## config.mk

```make
export PLATFORM = sky130hd
export DESIGN_NAME = seq_run_launcher
export DESIGN_NICKNAME = d
export VERILOG_FILES = /design/src/rtl/seq_run_launcher.sv
export SDC_FILE = /design/constraint.sdc
export NUM_CORES = 1
export LEC_CHECK = 0
export ABC_AREA = 0
export BUFFER_PORTS_ARGS = -buffer_cell sky130_fd_sc_hd__buf_2
export CORE_MARGIN = 2
export CORE_UTILIZATION = 30
export CTS_CLUSTER_SIZE = 24
export DETAILED_ROUTE_END_ITERATION = 8
export PLACE_DENSITY_LB_ADDON = 0.1
export RECOVER_POWER = 25
export SETUP_SLACK_MARGIN = 0.02
export SYNTH_ARGS = -nofsm -noshare
export SYNTH_HDL_FRONTEND = slang
export SYNTH_SLANG_ARGS = --single-unit
export TNS_END_PERCENT = 20
```

## constraint.sdc

```tcl
create_clock -name clk -period 2.05 [get_ports clk]
set_input_delay 0.205 -clock clk [delete_from_list [all_inputs] [get_ports clk]]
set_output_delay 0.205 -clock clk [all_outputs]
set_load 0.02 [all_outputs]
```

## src/rtl/seq_run_launcher.sv

```systemverilog
// Purpose : drives a valid/ready child through a programmed number of runs and
//           pulses child_reset for one cycle (CLEAR) before every run.
// Latency : each run costs CLEAR + LAUNCH + k WAIT cycles (k = cycles from
//           valid rise to ready), so done pulses N*(k+2)+1 cycles after start.
// Backpr. : child_valid is held as a level until child_ready is seen in WAIT;
//           start is ignored while busy or in DONE; an optional per-run
//           timeout abandons a child that never answers.
//
// Ports:
//   clk          rising-edge clock
//   reset        synchronous, active-high reset (also resets the child)
//   start        one-cycle batch request, sampled only in IDLE
//   iterations   number of runs, sampled together with start
//   child_ready  ready from the launched component
//   child_valid  valid to the launched component (decode of LAUNCH/WAIT)
//   child_reset  reset to the launched component (CLEAR, reset, post-reset)
//   busy         registered, high from the cycle after start until DONE
//   done         one-cycle completion pulse (decode of DONE)
//   timed_out    sticky: a run hit the timeout; cleared by start or reset
//   iter_count   runs completed in the current/last batch
//   cycle_count  saturating count of CLEAR/LAUNCH/WAIT cycles in the batch
module seq_run_launcher #(
  parameter int ITER_W  = 8,
  parameter int CNT_W   = 32,
  parameter int TIMEOUT = 1024
) (
  input  logic              clk,
  input  logic              reset,
  input  logic              start,
  input  logic [ITER_W-1:0] iterations,
  input  logic              child_ready,
  output logic              child_valid,
  output logic              child_reset,
  output logic              busy,
  output logic              done,
  output logic              timed_out,
  output logic [ITER_W-1:0] iter_count,
  output logic [CNT_W-1:0]  cycle_count
);

  // The wait counter only has to reach TIMEOUT-1: the cycle it holds that
  // value is the TIMEOUT-th WAIT cycle, which either succeeds or times out.
  localparam int WAIT_W = (TIMEOUT > 1) ? $clog2(TIMEOUT) : 1;
  localparam logic [WAIT_W-1:0] WAIT_LAST = (TIMEOUT > 0) ? WAIT_W'(TIMEOUT - 1) : '0;
  localparam logic [CNT_W-1:0]  CNT_MAX   = {CNT_W{1'b1}};

  typedef enum logic [2:0] {
    S_IDLE   = 3'd0,
    S_CLEAR  = 3'd1,
    S_LAUNCH = 3'd2,
    S_WAIT   = 3'd3,
    S_DONE   = 3'd4
  } state_t;

  state_t            state;
  state_t            state_nxt;
  logic [ITER_W-1:0] target;
  logic [WAIT_W-1:0] wait_cnt;
  logic              post_reset;

  logic              accept;
  logic              ready_hit;
  logic              timeout_hit;
  logic              last_run;
  logic              active;
  logic              active_nxt;

  // ---------------------------------------------------------------------------
  // Event decodes
  // ---------------------------------------------------------------------------
  assign accept    = (state == S_IDLE) && start;
  assign ready_hit = (state == S_WAIT) && child_ready;
  // Ready in the timeout cycle wins, hence the !child_ready term.
  assign timeout_hit = (TIMEOUT != 0) && (state == S_WAIT) && !child_ready &&
                       (wait_cnt == WAIT_LAST);
  assign last_run  = (iter_count + ITER_W'(1)) == target;
  assign active    = (state == S_CLEAR) || (state == S_LAUNCH) || (state == S_WAIT);

  // ---------------------------------------------------------------------------
  // Next-state logic
  // ---------------------------------------------------------------------------
  always_comb begin
    state_nxt = state;
    unique case (state)
      S_IDLE: begin
        if (start) begin
          state_nxt = (iterations != '0) ? S_CLEAR : S_DONE;
        end
      end
      S_CLEAR:  state_nxt = S_LAUNCH;
      S_LAUNCH: state_nxt = S_WAIT;
      S_WAIT: begin
        if (ready_hit) begin
          state_nxt = last_run ? S_DONE : S_CLEAR;
        end else if (timeout_hit) begin
          state_nxt = S_DONE;
        end
      end
      S_DONE:   state_nxt = S_IDLE;
      default:  state_nxt = S_IDLE;
    endcase
  end

  assign active_nxt = (state_nxt == S_CLEAR) || (state_nxt == S_LAUNCH) ||
                      (state_nxt == S_WAIT);

  // ---------------------------------------------------------------------------
  // State decodes to the child. Gating with reset makes the reset cycle itself
  // quiet even though the state register only clears at the following edge.
  // post_reset stretches child_reset one cycle past the launcher's reset.
  // ---------------------------------------------------------------------------
  assign child_valid = !reset && ((state == S_LAUNCH) || (state == S_WAIT));
  assign child_reset = reset || post_reset || (state == S_CLEAR);
  assign done        = !reset && (state == S_DONE);

  // ---------------------------------------------------------------------------
  // Registers
  // ---------------------------------------------------------------------------
  always_ff @(posedge clk) begin
    if (reset) begin
      state       <= S_IDLE;
      post_reset  <= 1'b1;
      busy        <= 1'b0;
      timed_out   <= 1'b0;
      iter_count  <= '0;
      cycle_count <= '0;
      target      <= '0;
      wait_cnt    <= '0;
    end else begin
      state      <= state_nxt;
      post_reset <= 1'b0;
      busy       <= active_nxt;

      if (accept) begin
        target      <= iterations;
        iter_count  <= '0;
        cycle_count <= '0;
        timed_out   <= 1'b0;
      end

      if (active && (cycle_count != CNT_MAX)) begin
        cycle_count <= cycle_count + CNT_W'(1);
      end

      // Counter restarts for every run; LAUNCH always precedes the first WAIT.
      if (state == S_LAUNCH) begin
        wait_cnt <= '0;
      end else if (state == S_WAIT) begin
        wait_cnt <= wait_cnt + WAIT_W'(1);
      end

      if (ready_hit) begin
        iter_count <= iter_count + ITER_W'(1);
      end

      if (timeout_hit) begin
        timed_out <= 1'b1;
      end
    end
  end

endmodule

```

==> flow_summary.toml <==
[setup_path]
rr_endpoint = "cycle_count[28]$_SDFFE_PP0P_"
worstPathRequired_ns = 2.27
ff2ff_path_depth = 7
startpoint_type = "register"
regToRegSetupSlack_ns = 0.12
crit_path_max_fanout = 4
r2r_start = "cycle_count[0]$_SDFFE_PP0P_"
cp-end-kind = "register"
path_class = "register to register"
worstPathArrival_ns = 2.15

[global_routing]
track_usage_pct = 16.2
overflow = 0
grtUsageMet2_pct = 27.4
first_global_vias = 3319
grt.met3_usage_pct = 4.02
grt_busiest_layer = "met2"
grt_first_pass_wirelength_um = 16400
grt_max_degree = 23
antenna_found_initial = 0
grtUsageMet1_pct = 19.6

[route]
drt-pass1-iter-count = 4
drtIter0Drc = 177
wl_per_cell_um = 15.1
drcViolationCount = 0
routed_wl_um = 9960
vias_per_cell = 5.18
vias = 3410
final_antenna_net_count = 0

[die]
die_w_um = 113
dieArea_um2 = 12700
dieHeight_um = 113
pin_count = 57
start_util_pct = 30.9
std_cell_rows = 39
core_um2 = 11500

[sta]
fin_setup_tns_ns = 0
fin_hold_ws_ns = 0.119
slew_headroom_pct = 25.4
finClkSkew_ns = 0.00506
slew_viol_final = 0
hold_viol = 0
worst_pin_slew_ns = 1.12
setup_viol_count_final = 0
period_share_pct = 94.1
final.setup.worst_slack_ns = 0.121
rsz0062_at_grt = "false"
fin_crit_ns = 1.93
fmax_mhz = 518

[place]
gp_congestion = 0.754
place_ws_ns = 0.0565
dpl_cell_area_um2 = 4240
port_buffers = 56
dp_hpwl_um = 7150
place.detailed.instances = 642

[layout]
syn_to_final_growth_pct = 28.5
final_cells = 658
nFillCells = 1204
n_antenna_cell = 0
layout-drive-gt1-share_pct = 23.7
fin_util_pct = 39.8
post-route-cell-area_um2 = 4560
num-nets-final = 525

[logic_synthesis]
synth-seq-area-share_pct = 36.1
yosysTopAreaCellShare_pct = 36.1
synthTopCellsByCount = "64 x dfxtp_1, 42 x nand2_1, 32 x nor2_1"
yosysUniqueCellTypes = 61
yosysWarnings = 0
synth_area_um2 = 3550
synthCells = 422
syn-num-nets = 437
synth_largest_area_cell = "dfxtp_1"
synth_edf_count = 0
avgSynthCellArea_um2 = 8.41
ys.flop_type = "dfxtp_1"
synth-seq-cells = 64
synth_most_common_cell = "dfxtp_1"
yosys-top-cells-area = "dfxtp_1 36%, nand2_1 4.4%, nand3_1 4.4%"
async_reset_ff_share_pct = 0

[worst_hold_path]
hold_start = "iterations[6]"
worstHoldPathCells = 3
hp-class = "primary input to register"
min_to = "target[6]$_SDFFE_PP0P_"

[power]
power_density_nw_per_um2 = 718
irDropWorstVdd_uv = 456
p_leak_nw = 1.73
finalPower_mw = 3.27

[clock_network]
clock_sinks = 64
cts_buffer_depth = 2
postCtsSetupRepairBufs = 0
htree_levels = 3
numCtsBuffers = 9
tritoncts = "yes"
cts.reportedPaths.clkPinSlew_ns = 0.06
cts_root_buf = "clkbuf_16"
clock_latency_ns = 0.33

[status]
status = "completed"

[flow_run]
maxCapViolCount = 0
-- timing repair --
item,4_1_cts,5_1_grt
hold buffers,0,0
setup endpoints to repair,0,29
resized for setup,0,10
-- state kept, by name, summed over array words and instances (netlist names) --
| register | count |
|---|---|
| state | 3 |
| cycle_count | 32 |
| post_reset | 1 |
| busy | 1 |
| timed_out | 1 |
| wait_cnt | 10 |
| iter_count | 8 |
| target | 8 |
-- area by class of cell --
class	count	area, um^2	area share [%]
clock buffer	13	260	5.71
clock inverter	3	40.0	0.878
inverter	14	52.6	1.15
multi-input combinational	321	2140	47.0
sequential	64	1280	28.2
tap	143	179	3.92
timing repair buffer	100	602	13.2
-- kinds of logic after synthesis --
logic type	after synthesis	share of synthesized area, %
AOI/OAI and AO/OA	87	17.9
xor gates and xnor gates	25	6.17
DFF	64	36.1
buffers and inverters	37	5.04
muxes	2	0.599
and+or+nand+nor	204	33.1
adders and majority gates	3	1.06
-- report_power, final --
| group | leakage [nW] | switching [mW] | total, mW | internal (mW) |
|---|---|---|---|---|
| logic | 1.06 | 0.250 | 0.395 | 0.145 |
| registers | 0.519 | 0.0294 | 1.31 | 1.28 |
| clock network | 0.150 | 0.567 | 1.57 | 1.00 |
-- per-layer routing --
metal / vias to the layer above / part of all wire [%]
li1: 1735 / -
met5: - / 0
met4: 0 / 1.9
met1: 1605 / 46
met3: 12 / 3.6
met2: 58 / 49
-- cells in the final DEF (no fill, tap or decap), types with 6 or more instances in the layout --
master	count
buf_4	42
nand3_1	31
a21oi_1	28
o21ai_0	13
nand2_1	42
buf_2	29
and3_1	13
o2bb2ai_1	9
nand4_1	14
o221ai_2	7
nor3_1	9
nor4_1	6
inv_1	14
clkbuf_1	29
and4_1	7
clkbuf_16	9
xnor2_1	15
or3_1	8
nor2_1	32
dfxtp_1	61
xor2_1	10
-- how the worst max path moves through the flow --
stage | from | to | slack [ns] | depth (start not counted)
after CTS | cycle_count[0]$_SDFFE_PP0P_ | cycle_count[26]$_SDFFE_PP0P_ | 0.04 | 6
final | cycle_count[0]$_SDFFE_PP0P_ | cycle_count[28]$_SDFFE_PP0P_ | 0.12 | 7
after detailed placement | cycle_count[0]$_SDFFE_PP0P_ | cycle_count[26]$_SDFFE_PP0P_ | 0.06 | 6
after floorplan | cycle_count[0]$_SDFFE_PP0P_ | cycle_count[23]$_SDFFE_PP0P_ | 0.09 | 7
after global placement | cycle_count[0]$_SDFFE_PP0P_ | cycle_count[26]$_SDFFE_PP0P_ | 0.11 | 6
after global routing | cycle_count[0]$_SDFFE_PP0P_ | cycle_count[26]$_SDFFE_PP0P_ | 0.01 | 6
-- worst max-delay path, cell delays in order, from the launching register on --
cell,delay (ns)
dfxtp_2,0.35
ha_4,0.16
nand3_2,0.12
nor4_4,0.41
buf_4,0.19
nand4_1,0.13
and4_4,0.22
a211o_1,0.25
(Power assumes the default switching activity.)
